`config.mk`:
```
export PLATFORM = sky130hd
export DESIGN_NAME = perf_window_sampler_flat
export DESIGN_NICKNAME = d
export VERILOG_FILES = /design/src/rtl/perf_window_sampler_if.sv /design/src/rtl/perf_window_sampler.sv /design/src/flat_wrapper.sv
export SDC_FILE = /design/constraint.sdc
export NUM_CORES = 1
export LEC_CHECK = 0
export BUFFER_PORTS_ARGS = -buffer_cell sky130_fd_sc_hd__buf_2
export CORE_AREA = 2 2 159 161
export CTS_BUF_LIST = sky130_fd_sc_hd__clkbuf_4
export CTS_CLUSTER_DIAMETER = 150
export CTS_CLUSTER_SIZE = 12
export DETAILED_ROUTE_END_ITERATION = 8
export DIE_AREA = 0 0 161 163
export HOLD_SLACK_MARGIN = 0.05
export PLACE_DENSITY = 0.72
export RECOVER_POWER = 50
export REMOVE_ABC_BUFFERS = 1
export SLEW_MARGIN = 0
export SYNTH_ARGS = -nofsm -noshare
export SYNTH_HDL_FRONTEND = slang
export SYNTH_SLANG_ARGS = --single-unit
```
`constraint.sdc`:
```
create_clock -name clk -period 16.9 [get_ports clk]
set_input_delay 2.535 -clock clk [delete_from_list [all_inputs] [get_ports clk]]
set_output_delay 2.535 -clock clk [all_outputs]
set_load 0.05 [all_outputs]
```
`src/rtl/perf_window_sampler_if.sv`:
```
// Register access port of perf_window_sampler.
// The master drives the write/read strobes, address and write data.
// The slave returns rd_data together with a rd_valid pulse one cycle after rd_en.
interface perf_window_sampler_if;
    logic        wr_en;
    logic        rd_en;
    logic [2:0]  addr;
    logic [31:0] wr_data;
    logic [31:0] rd_data;
    logic        rd_valid;

    modport master (
        output wr_en,
        output rd_en,
        output addr,
        output wr_data,
        input  rd_data,
        input  rd_valid
    );

    modport slave (
        input  wr_en,
        input  rd_en,
        input  addr,
        input  wr_data,
        output rd_data,
        output rd_valid
    );
endinterface

```
`src/rtl/perf_window_sampler.sv`:
```
// perf_window_sampler
// This block cuts the free-running cycle and instruction counters into windows of
// programmable length. At the end of each window it latches the deltas and
// pulses win_done_o. The CSR/debug path reads the results through the register port.
//
// Register map (32-bit values, zero-extended):
//   0 CTRL     [0]=en [1]=oneshot
//   1 STATUS   [0]=valid [1]=ovf (read-only; a read clears it)
//   2 WIN_LEN  (a write of 0 stores 1)
//   3 WIN_CYC  (read-only)
//   4 WIN_INST (read-only; 0 when the window's net instruction count went negative)
//   5 WIN_NUM  (read-only; saturates at all-ones)
//   6 THRESH   (present only when PERF_IRQ_EN is defined)
//
// Optional feature macro PERF_IRQ_EN:
//   When it is defined, a window whose WIN_INST is below THRESH raises a sticky perf_irq_o.
//   A STATUS read or a CTRL.en=0 write clears it.
//   When it is undefined, perf_irq_o is tied 0 and address 6 behaves as unmapped.
module perf_window_sampler #(
    parameter int CYC_W  = 32,
    parameter int INST_W = 32,
    parameter int LEN_W  = 16
) (
    input  logic                 clk,
    input  logic                 rst,
    input  logic [CYC_W-1:0]     cycle_count_i,
    input  logic [INST_W-1:0]    inst_count_i,
    perf_window_sampler_if.slave bus,
    output logic                 win_done_o,
    output logic                 perf_irq_o
);

    localparam logic [2:0] ADDR_CTRL   = 3'd0;
    localparam logic [2:0] ADDR_STATUS = 3'd1;
    localparam logic [2:0] ADDR_LEN    = 3'd2;
    localparam logic [2:0] ADDR_CYC    = 3'd3;
    localparam logic [2:0] ADDR_INST   = 3'd4;
    localparam logic [2:0] ADDR_NUM    = 3'd5;
`ifdef PERF_IRQ_EN
    localparam logic [2:0] ADDR_THRESH = 3'd6;
    localparam int         CMP_W       = (INST_W > 32) ? INST_W : 32;
`endif

    typedef enum logic [1:0] {
        IDLE,
        ARM,
        RUN
    } stateT;

    stateT             state_q, state_d;
    logic              ctrlEn_q, ctrlEn_d;
    logic              ctrlOneshot_q, ctrlOneshot_d;
    logic              statValid_q, statValid_d;
    logic              statOvf_q, statOvf_d;
    logic [LEN_W-1:0]  winLen_q, winLen_d;
    logic [CYC_W-1:0]  winCyc_q, winCyc_d;
    logic [INST_W-1:0] winInst_q, winInst_d;
    logic [31:0]       winNum_q, winNum_d;
    logic [CYC_W-1:0]  baseCyc_q, baseCyc_d;
    logic [INST_W-1:0] baseInst_q, baseInst_d;
    logic [LEN_W-1:0]  cnt_q, cnt_d;
    logic [31:0]       rdData_q, rdData_d;
    logic              rdValid_q, rdValid_d;
    logic              winDone_q, winDone_d;
`ifdef PERF_IRQ_EN
    logic [31:0]       thresh_q, thresh_d;
    logic              perfIrq_q, perfIrq_d;
    logic              irqLow;
`endif

    logic              wrCtrl;
    logic              stopReq;
    logic              statRead;
    logic              complete;
    logic [CYC_W-1:0]  cycDelta;
    logic [INST_W-1:0] instDelta;
    logic [INST_W-1:0] winInstNew;
    logic [LEN_W-1:0]  lenWr;
    logic [31:0]       rdMux;
    logic              unusedBits;

    assign wrCtrl   = bus.wr_en && (bus.addr == ADDR_CTRL);
    assign stopReq  = wrCtrl && !bus.wr_data[0];
    assign statRead = bus.rd_en && (bus.addr == ADDR_STATUS);

    // Modular subtraction keeps the deltas correct when a counter wraps during the window.
    assign cycDelta   = cycle_count_i - baseCyc_q;
    assign instDelta  = inst_count_i - baseInst_q;
    // A negative net instruction count (after a flush) is reported as zero.
    assign winInstNew = instDelta[INST_W-1] ? '0 : instDelta;

    // A disable written on the same cycle as the last window cycle discards that window.
    assign complete = (state_q == RUN) && (cnt_q == '0) && !stopReq;

    assign lenWr      = bus.wr_data[LEN_W-1:0];
    assign unusedBits = ^bus.wr_data;

`ifdef PERF_IRQ_EN
    assign irqLow = CMP_W'(winInstNew) < CMP_W'(thresh_q);
`endif

    // Select the read value from the current register contents.
    // A write on the same cycle therefore does not affect the value returned.
    always_comb begin
        rdMux = '0;
        case (bus.addr)
            ADDR_CTRL:   rdMux = {30'b0, ctrlOneshot_q, ctrlEn_q};
            ADDR_STATUS: rdMux = {30'b0, statOvf_q, statValid_q};
            ADDR_LEN:    rdMux = 32'(winLen_q);
            ADDR_CYC:    rdMux = 32'(winCyc_q);
            ADDR_INST:   rdMux = 32'(winInst_q);
            ADDR_NUM:    rdMux = winNum_q;
`ifdef PERF_IRQ_EN
            ADDR_THRESH: rdMux = thresh_q;
`endif
            default:     rdMux = '0;
        endcase
    end

    // Compute the next state: register writes, the window FSM, result latching and status bookkeeping.
    always_comb begin
        state_d       = state_q;
        ctrlEn_d      = ctrlEn_q;
        ctrlOneshot_d = ctrlOneshot_q;
        statValid_d   = statValid_q;
        statOvf_d     = statOvf_q;
        winLen_d      = winLen_q;
        winCyc_d      = winCyc_q;
        winInst_d     = winInst_q;
        winNum_d      = winNum_q;
        baseCyc_d     = baseCyc_q;
        baseInst_d    = baseInst_q;
        cnt_d         = cnt_q;
        rdValid_d     = bus.rd_en;
        rdData_d      = bus.rd_en ? rdMux : 32'b0;
        winDone_d     = complete;
`ifdef PERF_IRQ_EN
        thresh_d      = thresh_q;
        perfIrq_d     = perfIrq_q;
`endif

        if (wrCtrl) begin
            ctrlEn_d      = bus.wr_data[0];
            ctrlOneshot_d = bus.wr_data[1];
        end
        if (bus.wr_en && (bus.addr == ADDR_LEN)) begin
            winLen_d = (lenWr == '0) ? LEN_W'(1) : lenWr;
        end
`ifdef PERF_IRQ_EN
        if (bus.wr_en && (bus.addr == ADDR_THRESH)) begin
            thresh_d = bus.wr_data;
        end
`endif

        case (state_q)
            IDLE: begin
                if (wrCtrl && bus.wr_data[0]) begin
                    state_d = ARM;
                end
            end
            ARM: begin
                if (stopReq) begin
                    state_d = IDLE;
                end else begin
                    baseCyc_d  = cycle_count_i;
                    baseInst_d = inst_count_i;
                    cnt_d      = winLen_q - LEN_W'(1);
                    state_d    = RUN;
                end
            end
            RUN: begin
                if (stopReq) begin
                    state_d = IDLE;
                end else if (cnt_q == '0) begin
                    if (ctrlOneshot_q) begin
                        ctrlEn_d = 1'b0;
                        state_d  = IDLE;
                    end else begin
                        baseCyc_d  = cycle_count_i;
                        baseInst_d = inst_count_i;
                        cnt_d      = winLen_q - LEN_W'(1);
                    end
                end else begin
                    cnt_d = cnt_q - LEN_W'(1);
                end
            end
            default: state_d = IDLE;
        endcase

        if (complete) begin
            winCyc_d  = cycDelta;
            winInst_d = winInstNew;
            if (winNum_q != '1) begin
                winNum_d = winNum_q + 32'd1;
            end
        end

        if (statRead) begin
            statValid_d = 1'b0;
            statOvf_d   = 1'b0;
        end
        if (complete) begin
            statValid_d = 1'b1;
            if (statValid_q && !statRead) begin
                statOvf_d = 1'b1;
            end
        end

`ifdef PERF_IRQ_EN
        if (statRead || stopReq) begin
            perfIrq_d = 1'b0;
        end
        if (complete && irqLow) begin
            perfIrq_d = 1'b1;
        end
`endif
    end

    // Register all state. An asynchronous reset returns everything to idle defaults immediately.
    always_ff @(posedge clk or posedge rst) begin
        if (rst) begin
            state_q       <= IDLE;
            ctrlEn_q      <= 1'b0;
            ctrlOneshot_q <= 1'b0;
            statValid_q   <= 1'b0;
            statOvf_q     <= 1'b0;
            winLen_q      <= LEN_W'(1);
            winCyc_q      <= '0;
            winInst_q     <= '0;
            winNum_q      <= '0;
            baseCyc_q     <= '0;
            baseInst_q    <= '0;
            cnt_q         <= '0;
            rdData_q      <= '0;
            rdValid_q     <= 1'b0;
            winDone_q     <= 1'b0;
`ifdef PERF_IRQ_EN
            thresh_q      <= '0;
            perfIrq_q     <= 1'b0;
`endif
        end else begin
            state_q       <= state_d;
            ctrlEn_q      <= ctrlEn_d;
            ctrlOneshot_q <= ctrlOneshot_d;
            statValid_q   <= statValid_d;
            statOvf_q     <= statOvf_d;
            winLen_q      <= winLen_d;
            winCyc_q      <= winCyc_d;
            winInst_q     <= winInst_d;
            winNum_q      <= winNum_d;
            baseCyc_q     <= baseCyc_d;
            baseInst_q    <= baseInst_d;
            cnt_q         <= cnt_d;
            rdData_q      <= rdData_d;
            rdValid_q     <= rdValid_d;
            winDone_q     <= winDone_d;
`ifdef PERF_IRQ_EN
            thresh_q      <= thresh_d;
            perfIrq_q     <= perfIrq_d;
`endif
        end
    end

    assign bus.rd_data  = rdData_q;
    assign bus.rd_valid = rdValid_q;
    assign win_done_o   = winDone_q;
`ifdef PERF_IRQ_EN
    assign perf_irq_o   = perfIrq_q;
`else
    assign perf_irq_o   = 1'b0;
`endif

endmodule

```
`src/flat_wrapper.sv`:
```
// flat-port wrapper written by rule: the top's interface ports become plain ports
module perf_window_sampler_flat 
#(
    parameter int CYC_W  = 32,
    parameter int INST_W = 32,
    parameter int LEN_W  = 16
)
  (clk, rst, cycle_count_i, inst_count_i, win_done_o, perf_irq_o, bus_wr_en, bus_rd_en, bus_addr, bus_wr_data, bus_rd_data, bus_rd_valid);
  perf_window_sampler_if bus_i ();
  input  logic clk;
  input  logic rst;
  input  logic [CYC_W-1:0] cycle_count_i;
  input  logic [INST_W-1:0] inst_count_i;
  output logic win_done_o;
  output logic perf_irq_o;
  input wire logic [$bits(bus_i.wr_en)-1:0] bus_wr_en;
  input wire logic [$bits(bus_i.rd_en)-1:0] bus_rd_en;
  input wire logic [$bits(bus_i.addr)-1:0] bus_addr;
  input wire logic [$bits(bus_i.wr_data)-1:0] bus_wr_data;
  output wire logic [$bits(bus_i.rd_data)-1:0] bus_rd_data;
  output wire logic [$bits(bus_i.rd_valid)-1:0] bus_rd_valid;
  assign bus_i.wr_en = bus_wr_en;
  assign bus_i.rd_en = bus_rd_en;
  assign bus_i.addr = bus_addr;
  assign bus_i.wr_data = bus_wr_data;
  assign bus_rd_data = bus_i.rd_data;
  assign bus_rd_valid = bus_i.rd_valid;
  perf_window_sampler #(.CYC_W(CYC_W), .INST_W(INST_W), .LEN_W(LEN_W)) u_core (.clk(clk), .rst(rst), .cycle_count_i(cycle_count_i), .inst_count_i(inst_count_i), .bus(bus_i), .win_done_o(win_done_o), .perf_irq_o(perf_irq_o));
endmodule
```
[Word-level counts from Yosys, hierarchy flattened]
Cells that the tools add are included.
Word-level totals
  input bits: 103
  output and inout bits: 35
  flip-flop bits (word level): 232
  word-level logic and storage cells: 92
Cells by class
  eq/ne operators: 16
  reductions and logical operators: 21
  add/subtract/negate cells: 5
  mux-type cells: 35
Operator list (count)
  $mux W32: 9
  $pmux W32 S6: 1
  $pmux W32 S2: 2
  $mux W16: 5
  $sub A32 B32 Y32: 2
  $add A32 B1 Y32 const B: 1
  $logic_not A16 Y1: 2
  $ne A32 B32 Y1 const B: 1
  $pmux W16 S2: 1
  $sub A16 B1 Y16 const B: 2
  $mux W31: 1
  $mux W1: 10
  $mux W2: 5
  $logic_and A1 B1 Y1: 8
  $ne A2 B2 Y1 const B: 4
  $eq A3 B2 Y1 const B: 2
  $eq A3 B3 Y1 const B: 2
  $pmux W2 S3: 1
  $reduce_and A5 Y1: 1
  $reduce_and A4 Y1: 1
  $reduce_bool A2 Y1: 2
  $eq A3 B1 Y1 const B: 1
  $logic_not A1 Y1: 3
  $logic_not A3 Y1: 1
  other kinds (9): 9

[Logic depth before layout (Yosys ltp)]
Gate-level depths: netlist (run 1).
  depth in word-level cells: 7
  gate-level depth with buffers: 13
  depth with buffers taken out: 12

[Worst setup path before layout (run 1)]
Ideal clock, no wire load.
  path type: input to register
  start point: input cycle_count_i[16]
  end point: register u_core.winCyc_q[31]
  setup time: 0.134 ns
  slack: 12.039 ns
  stages on the path: 11
  required time: 16.766 ns
  data arrival time: 4.726 ns
  path buffers: 1
  cells stage by stage: ha_1 > and3_1 > buf_2 > a221o_1 > a31o_2 > nor4_1 > o41ai_1 > a41oi_1 > a21oi_1 > xnor2_1 > o21ai_0
Between the ends
  word-level cells in the longest chain between the ends: 1
Ends and longest elaborated chain
  start, declared: line flat_wrapper.sv:12  | input logic [CYC_W-1:0] cycle_count_i;
  $sub A32 B32 Y32: line perf_window_sampler.sv:87  | assign cycDelta = cycle_count_i - baseCyc_q;
  end signal, assigned: line perf_window_sampler.sv:248  | winCyc_q <= winCyc_d;
  end, declared: line perf_window_sampler.sv:56  | logic [CYC_W-1:0] winCyc_q, winCyc_d;
Every way passes these cells.
A chain may end at the register's enable or synchronous reset.

==> impl_metrics.toml, run 1 <==
[layout]
area_growth_pct = 7.96
fin_util = 0.580
fillerInstances = 2291
finalNonFillerCells = 1874
final_cell_mix = "dfrtp_1, nand2_1, o21ai_0"
drive_gt1_frac = 0.135
final_area_um2 = 14300
final_nets = 1709
final_common_cell = "dfrtp_1"

[setup_path]
slowest_stage = "clkinvlp_2"
critical_path_class = "primary input to async pin"
start_kind = "primary input"
crit_buf_inv = 3
cp-startpoint = "rst"
r2r_end = "u_core.winInst_q[4]$_DFFE_PP0P_"
cp-endpoint = "u_core.winCyc_q[27]$_DFFE_PP0P_"
crit-reg2reg-launch = "u_core.cnt_q[7]$_DFFE_PP0P_"
cpLargestDelayFamily = "buffers and inverters"
required_ns = 16.96
cp_max_fo = 104
worstPathArrival_ns = 7.86
crit_chain = "buf_2 > clkinvlp_2 > clkbuf_1"
worst_r2r_path_depth = 11
r2r_slack_ns = 13.32
crit_cells = 3
worstSetupEndpointType = "async pin"
critical_path.max_stage_delay_ns = 2.56

[routing]
wire_per_inst_um = 16.2
dr_total_vias = 10500
firstDrtPassIters = 8
drt_iter0_markers = 637
drtAntennaViolNets = 0
viasPerCell = 5.61
drc = 0
wirelength_mm = 30.4

[floorplan]
core_um2 = 24700
chipHeight_um = 163
die_w_um = 161
die_area_um2 = 26200
placementRows = 58
ios = 138
floorplan.initialDensity = 0.537

[clock_tree]
cts_max_path_buffers = 3
cts_setup_buffers = 0
clockRootBuffer = "clkbuf_4"
tritoncts = "done"
clk_pin_slew_ns = 0.12
cts.htree.levels = 1
clk_latency_ns = 0.68
cts_hold_buf = 0
cts_resized = 0
clock-sinks = 231
cts_made_buffers = 23

[power]
ir_worst_vdd_uv = 81.2
total_power_mw = 2.00
p_switching_mw = 0.848
p_clk_frac = 0.134
power_density_nw_per_um2 = 140
intPower_mw = 1.15
swShare = 0.423
seq_power_share = 0.359
cellLeakagePower_nw = 6.82
combPwrFrac = 0.507

[grt]
grt_start_max_net_pins = 105
grt_overflow = 0
grt_usage = 0.232
grt_pass1_vias = 10100
antenna_found_initial = 1
grt_pass1_wl_mm = 49.8

[place]
placedCellCount = 1840
placed_area_um2 = 14100
dp_hpwl_mm = 22.1
dp_slack_ns = 10.63
gp_congestion = 0.855
io_buffers = 120

[run]
drv_cap = 4

[timing]
drv_slew = 291
finalSetupViolations = 0
post-route-period-util = 0.461
final.setup.tns_ns = 0
finalHoldViolCount = 0
setup_ws_ns = 9.10
fin_crit_ns = 7.80
tightest_slew_ns = 4.69
slew_headroom = -2.14
clock.fmax_ghz = 0.128
rsz0062_at_grt = "no"
whs_ns = 0.497
clock_skew_ns = 0.0295

[status]
status = "finished with violations"
failed_checks = "max-capacitance violations, max-slew violations"

[synth]
synth_edf_count = 0
yosysUniqueCellTypes = 70
synthCells = 1443
avgSynthCellArea_um2 = 9.18
yosys_warnings = 0
synth_area_um2 = 13300
synthFlopType = "dfrtp_1"
synth_seq_area_share = 0.436
synthArstFlopShare = 1.00
synth-seq-cells = 231

[hold_path]
min_path_type = "register to register"
-- routing by layer --
metal  wire length (um)  GRT usage  share of wire
met4                709     0.0540          0.023
met3               1370     0.0331          0.045
met2              14200      0.390           0.47
met1              14000      0.320           0.46
met5                  0          0              0
-- flip-flops by register name (all words and copies together), names as in the netlist --
name / count
u_core.baseCyc_q: 32
u_core.baseInst_q: 32
u_core.bus.rd_data: 32
u_core.winCyc_q: 32
u_core.winNum_q: 32
u_core.winInst_q: 31
u_core.cnt_q: 16
u_core.winLen_q: 16
u_core.state_q: 2
u_core.bus.rd_valid: 1
u_core.ctrlEn_q: 1
u_core.ctrlOneshot_q: 1
u_core.statOvf_q: 1
u_core.statValid_q: 1
u_core.win_done_o: 1
-- Yosys cell counts, types with 3 or more instances --
| cell | n | area share |
|---|---|---|
| nor2_1 | 87 | 0.025 |
| mux2i_1 | 45 | 0.034 |
| nand3b_1 | 3 | 0.0017 |
| ha_1 | 69 | 0.065 |
| xnor2_1 | 60 | 0.040 |
| mux2_2 | 20 | 0.017 |
| xor2_1 | 37 | 0.024 |
| a211oi_1 | 9 | 0.0051 |
| o211ai_1 | 6 | 0.0034 |
| o31ai_2 | 4 | 0.0038 |
| and2_1 | 9 | 0.0042 |
| o21bai_1 | 8 | 0.0045 |
| nor3_1 | 17 | 0.0064 |
| and3_1 | 19 | 0.0090 |
| a21o_1 | 23 | 0.013 |
| nor2b_1 | 9 | 0.0042 |
| a21oi_1 | 94 | 0.036 |
| nand2_1 | 197 | 0.056 |
| nand4_1 | 16 | 0.0076 |
| nor4_1 | 9 | 0.0042 |
| o21a_1 | 11 | 0.0062 |
| clkbuf_1 | 48 | 0.014 |
| nand3_1 | 34 | 0.013 |
| a22oi_1 | 4 | 0.0023 |
| and4_1 | 8 | 0.0053 |
| o22a_1 | 15 | 0.0099 |
| dfrtp_1 | 230 | 0.43 |
| a22o_1 | 6 | 0.0040 |
| o21ai_0 | 155 | 0.059 |
| nand2b_1 | 12 | 0.0057 |
| or3_1 | 5 | 0.0024 |
| nor2_2 | 3 | 0.0014 |
| o21ai_2 | 11 | 0.0073 |
| buf_1 | 5 | 0.0014 |
| o22ai_1 | 5 | 0.0024 |
| buf_2 | 3 | 0.0011 |
| a32o_1 | 4 | 0.0030 |
| inv_1 | 86 | 0.024 |
| a31oi_1 | 7 | 0.0033 |
| o31ai_1 | 8 | 0.0045 |
-- worst min path at each step --
stage | start | to | slack (ns) | cells after the start
after floorplan | u_core.winInst_q[18]$_DFFE_PP0P_ | u_core.winInst_q[18]$_DFFE_PP0P_ | 0.44 | 2
after global placement | u_core.winCyc_q[6]$_DFFE_PP0P_ | u_core.winCyc_q[6]$_DFFE_PP0P_ | 0.46 | 2
after detailed placement | u_core.winCyc_q[6]$_DFFE_PP0P_ | u_core.winCyc_q[6]$_DFFE_PP0P_ | 0.47 | 2
after CTS | u_core.winCyc_q[29]$_DFFE_PP0P_ | u_core.winCyc_q[29]$_DFFE_PP0P_ | 0.50 | 2
after global routing | u_core.winNum_q[10]$_DFFE_PP0P_ | u_core.winNum_q[10]$_DFFE_PP0P_ | 0.52 | 1
final | u_core.winCyc_q[29]$_DFFE_PP0P_ | u_core.winCyc_q[29]$_DFFE_PP0P_ | 0.50 | 2
-- cell families after synthesis --
group           Yosys count  synth area share
compound gates          389             0.181
other cells               1          0.000283
flops                   231             0.436
simple gates            441             0.154
xor+xnor                 97            0.0641
buf+inv                 148            0.0448
fa+ha+maj                71            0.0682
mux                      65            0.0510
-- cell type report --
cell class,count,area (um2),share of cell area
diodes,1,2.50,0.000175
clock buffers,31,233,0.0163
clock inverters,2,15.0,0.00105
inverters,87,328,0.0229
multi-input cells,1064,6890,0.482
flip-flops and latches,231,5780,0.404
well taps,330,413,0.0289
repair buffers,128,644,0.0450
-- power by group through the flow --
stage               Clock (mW)  Sequential, mW  Combinational [mW]
global route             0.299           0.733                1.15
CTS                      0.279           0.719                1.02
floorplan                    0           0.719               0.786
global placement             0           0.726               0.986
detailed placement           0           0.730                1.01
finish                   0.269           0.720                1.01
-- worst min-delay path, stage by stage (launching register included) --
cell and delay [ns]:
dfrtp_1 0.36, nand2_1 0.05, o21ai_0 0.06
Note: power is estimated with default switching activity, not from simulation.
==> run 2, diff against run 1 <==
ABC_AREA = 1   (was not set)
CORE_AREA = 2 2 171 173   (was 2 2 159 161)
DIE_AREA = 0 0 173 175   (was 0 0 161 163)
PLACE_DENSITY = 0.75   (was 0.72)
clock period = 6.5 ns   (was 16.9 ns; I/O delays follow)
==> impl_metrics.toml, run 2 <==
[power]
power_density_nw_per_um2 = 368
ir_worst_vdd_uv = 253
cellLeakagePower_nw = 9.02

[clock_tree]
cts_setup_buffers = 0
cts_max_path_buffers = 3
clk_pin_slew_ns = 0.14
cts.htree.levels = 1
cts_made_buffers = 23
cts_hold_buf = 0
tritoncts = "done"
cts_resized = 0
clk_latency_ns = 0.71
clockRootBuffer = "clkbuf_4"
clock-sinks = 231

[layout]
fin_util = 0.581
fillerInstances = 2788
final_common_cell = "nand2_1"
register_area_um2 = 5780
final_cell_mix = "nand2_1, inv_1, dfrtp_1"
drive_gt1_frac = 0.103
multi_input_area_um2 = 8060
final_nets = 2465
area_growth_pct = 6.92

[setup_path]
required_ns = 6.59
worst_r2r_path_depth = 11
r2r_end = "u_core.winInst_q[15]$_DFFE_PP0P_"
worstSetupEndpointType = "async pin"
crit-reg2reg-launch = "u_core.cnt_q[0]$_DFFE_PP0P_"
worstPathArrival_ns = 4.05
start_kind = "primary input"
critical_path_class = "primary input to async pin"
r2r_slack_ns = 2.93
cp_max_fo = 119

[synth]
muxShareOfSynthArea = 0
synth_compound_area_frac = 0.116
synth.largest_area_cell = "dfrtp_1"
avgSynthCellArea_um2 = 7.04
synth-seq-cells = 231
yosysMostFrequentCell = "nand2_1"
yosysUniqueCellTypes = 50
synthCells = 2189
synth_xor_area_frac = 0.0398
synth_seq_area_share = 0.375
synthFlopType = "dfrtp_1"
synth.area.top_cells = "dfrtp_1, nand2_1, inv_1"
synthArstFlopShare = 1.00
synth_area_um2 = 15400
synth_top_area_share = 0.373
synthSimpleGateAreaFrac = 0.309
yosys_warnings = 0
synthAdderAreaFrac = 0.0586
synth_top_family_by_area = "simple AND/OR/NAND/NOR gates"
yosys-top-cells-count = "nand2_1, inv_1, dfrtp_1"
synth_edf_count = 0

[floorplan]
chipHeight_um = 175
floorplan.initialDensity = 0.543
core_um2 = 28400
die_w_um = 173
ios = 138
placementRows = 62
die_area_um2 = 30300

[timing]
fin_crit_ns = 3.96
whs_ns = 0.363
slew_headroom = -1.20
rsz0062_at_grt = "no"
drv_slew = 116
clock.fmax_ghz = 0.253
tightest_slew_ns = 3.31
post-route-period-util = 0.609
final.setup.tns_ns = 0
clock_skew_ns = 0.0385
setup_ws_ns = 2.54
finalSetupViolations = 0
finalHoldViolCount = 0

[place]
gp_congestion = 0.929
io_buffers = 120
dp_hpwl_mm = 31.5
dp_slack_ns = 2.91

[routing]
firstDrtPassIters = 6
drc = 0
drtAntennaViolNets = 0
wirelength_mm = 40.3
wire_per_inst_um = 15.0
viasPerCell = 5.31
drt_iter0_markers = 1091
dr_total_vias = 14300

[grt]
grt_pass1_wl_mm = 67.2
grt_pass1_vias = 13600
grt_start_max_net_pins = 120
grt_overflow = 0
antenna_found_initial = 1
grt_usage = 0.271

[status]
failed_checks = "max-capacitance violations, max-slew violations"
status = "finished with violations"

[hold_path]
min_path_type = "primary input to async pin"

[run]
drv_cap = 2
-- run 2: per-layer routing --
layer / vias up / wire [um] / track usage
met5: - / 0 / 0
li1: 7106 / - / -
met3: 68 / 2400 / 0.0252
met2: 438 / 18300 / 0.446
met1: 6661 / 18500 / 0.381
met4: 0 / 1050 / 0.0798
-- run 2: cell families (layout without fill, tap and decap cells) --
logic type | after synthesis | after routing
AND/OR/NAND/NOR | 1138 | 1138
buffers and inverters | 384 | 496
AO/OA/AOI/OAI | 294 | 294
flip-flops | 231 | 231
adder cells (fa/ha/maj) | 71 | 71
XOR/XNOR | 70 | 70
other | 1 | 2
-- run 2: worst max-delay path by stage --
stage                                           start                          endpoint  cells past startpoint
after global placement               inst_count_i[21]  u_core.winInst_q[15]$_DFFE_PP0P_                     11
after detailed placement             inst_count_i[10]  u_core.winInst_q[15]$_DFFE_PP0P_                     11
after CTS                 u_core.cnt_q[0]$_DFFE_PP0P_  u_core.winInst_q[15]$_DFFE_PP0P_                     11
final                                             rst    u_core.winNum_q[8]$_DFFE_PP0P_                      3
after floorplan                                   rst   u_core.baseCyc_q[0]$_DFFE_PP0P_                      1
after global routing                              rst    u_core.winNum_q[8]$_DFFE_PP0P_                      3
-- run 2: metrics by stage --
stage	cells	area, um2	power, mW
global placement	2650	16300	5.27
detailed placement	2650	16300	5.35
CTS	2685	16500	6.08
floorplan	2141	15100	4.55
global route	2686	16500	6.67
finish	2686	16500	6.07
-- run 2: cell type report --
cell class                 count  area share
inverter                     336      0.0771
clock buffer                  33      0.0150
sequential                   231       0.351
timing repair buffer         125      0.0383
clock inverter                 2    0.000911
multi-input combinational   1574       0.489
antenna                        1    0.000152
tap                          384      0.0291
-- run 2: power by group --
group	leakage, nW	internal, mW	switching (mW)	total (mW)
logic	6.01	1.15	2.31	3.46
clock network	0.162	0.233	0.487	0.721
registers	2.85	1.74	0.152	1.89
total	9.02	3.12	2.95	6.07
-- run 2: worst max-delay path, stage by stage --
cell,delay [ns]
clkbuf_1,0.13
inv_8,0.48
clkbuf_1,2.38
==> run 3, diff against run 2 <==
clock period = 3.6 ns   (was 6.5 ns; I/O delays follow)
==> impl_metrics.toml, run 3 (synthesis results as in run 2) <==
[status]
status = "finished with violations"
failed_checks = "max-capacitance violations, max-slew violations"

[layout]
final_common_cell = "nand2_1"
register_area_um2 = 5780
final_nets = 2516
area_growth_pct = 10.1
multi_input_area_um2 = 8070
drive_gt1_frac = 0.105
final_cell_mix = "nand2_1, inv_1, dfrtp_1"
fillerInstances = 2818
finalNonFillerCells = 2734

[routing]
firstDrtPassIters = 6
wire_per_inst_um = 15.1
dr_total_vias = 14500
drc = 0
viasPerCell = 5.29
drtAntennaViolNets = 0
drt_iter0_markers = 1135
wirelength_mm = 41.2

[place]
gp_congestion = 0.936
dp_hpwl_mm = 31.9
placedCellCount = 2657
io_buffers = 120
dp_slack_ns = 0.871

[power]
power_density_nw_per_um2 = 648
cellLeakagePower_nw = 9.23
ir_worst_vdd_uv = 562
total_power_mw = 11.0

[timing]
finalHoldViolCount = 0
clock.fmax_ghz = 0.369
finalSetupViolations = 0
slew_headroom = -0.581
post-route-period-util = 0.753
drv_slew = 108
tightest_slew_ns = 2.37
rsz0062_at_grt = "no"
fin_crit_ns = 2.71
setup_ws_ns = 0.890
clock_skew_ns = 0.0429

[floorplan]
floorplan.initialDensity = 0.543
die_w_um = 173
placementRows = 62
ios = 138
die_area_um2 = 30300
chipHeight_um = 175
core_um2 = 28400

[clock_tree]
cts_resized = 0
clockRootBuffer = "clkbuf_4"
tritoncts = "done"
cts_hold_buf = 44
cts_setup_buffers = 0
cts_max_path_buffers = 3
clock-sinks = 231
clk_pin_slew_ns = 0.15
cts_made_buffers = 23
clk_latency_ns = 0.72
cts.htree.levels = 1

[grt]
grt_pass1_vias = 13700
antenna_found_initial = 1
grt_start_max_net_pins = 129
grt_overflow = 0
grt_pass1_wl_mm = 68.1
grt_usage = 0.274

[run]
drv_cap = 1

[setup_path]
required_ns = 4.21
worstPathArrival_ns = 3.32
start_kind = "register"
cp_max_fo = 25
critical_path_class = "register to register"
worstSetupEndpointType = "register"

[hold_path]
min_path_type = "primary input to register"
## run 3: layout make-up
class,instances,area share
clock inverter,2,0.000884
multi-input combinational,1574,0.475
inverter,336,0.0747
timing repair buffer,176,0.0670
antenna,1,0.000147
clock buffer,30,0.0133
sequential,231,0.341
tap,384,0.0283
## run 3: critical path, cell delays in order (launching register included)
cell and delay, ns:
dfrtp_1 0.40, inv_1 0.14, ha_1 0.21, inv_1 0.10, nor4_4 0.30, nand3_2 0.20, nor2_4 0.58, nand2_4 0.22
nor2_2 0.27, nand2_1 0.08, nand2_1 0.06, nand2_1 0.05
## run 3: power breakdown
part	internal [mW]	switching (mW)	total, mW
sequential	3.13	0.275	3.41
combinational	2.12	4.21	6.33
clock	0.386	0.878	1.26
## run 3: worst paths after layout
| kind | endpoint | slack [ns] | cells after the start | startpoint |
|---|---|---|---|---|
| max | u_core.winNum_q[21]$_DFFE_PP0P_ | 0.89 | 11 | u_core.cnt_q[0]$_DFFE_PP0P_ |
| min | u_core.baseCyc_q[23]$_DFFE_PP0P_ | 0.09 | 3 | cycle_count_i[23] |
| max reg2reg | u_core.winNum_q[21]$_DFFE_PP0P_ | 0.89 | 11 | u_core.cnt_q[0]$_DFFE_PP0P_ |
| min reg2reg | u_core.winCyc_q[24]$_DFFE_PP0P_ | 0.50 | 2 | u_core.winCyc_q[24]$_DFFE_PP0P_ |
| max in group asynchronous | u_core.winInst_q[20]$_DFFE_PP0P_ | 0.95 | 4 | rst |
| min in group asynchronous | u_core.winLen_q[4]$_DFFE_PP0P_ | 1.04 | 3 | rst |
## run 3: stage by stage
stage           util  setup TNS, ns  hold WS [ns]  instance area (um2)
2_1_floorplan      -        -800.01         0.449                15100
3_3_place_gp   0.575              0         0.464                16300
3_5_place_dp   0.575              0         0.470                16300
4_1_cts        0.599              0        0.0502                17000
5_1_grt        0.598              0        0.0574                17000
6_report       0.598              0        0.0924                17000
## run 3: per-layer routing
metal | part of all wire | GRT usage | vias up
met5 | 0 | 0 | -
met4 | 0.023 | 0.0685 | 0
met3 | 0.063 | 0.0272 | 68
met2 | 0.46 | 0.457 | 478
met1 | 0.46 | 0.385 | 6686
li1 | - | - | 7220
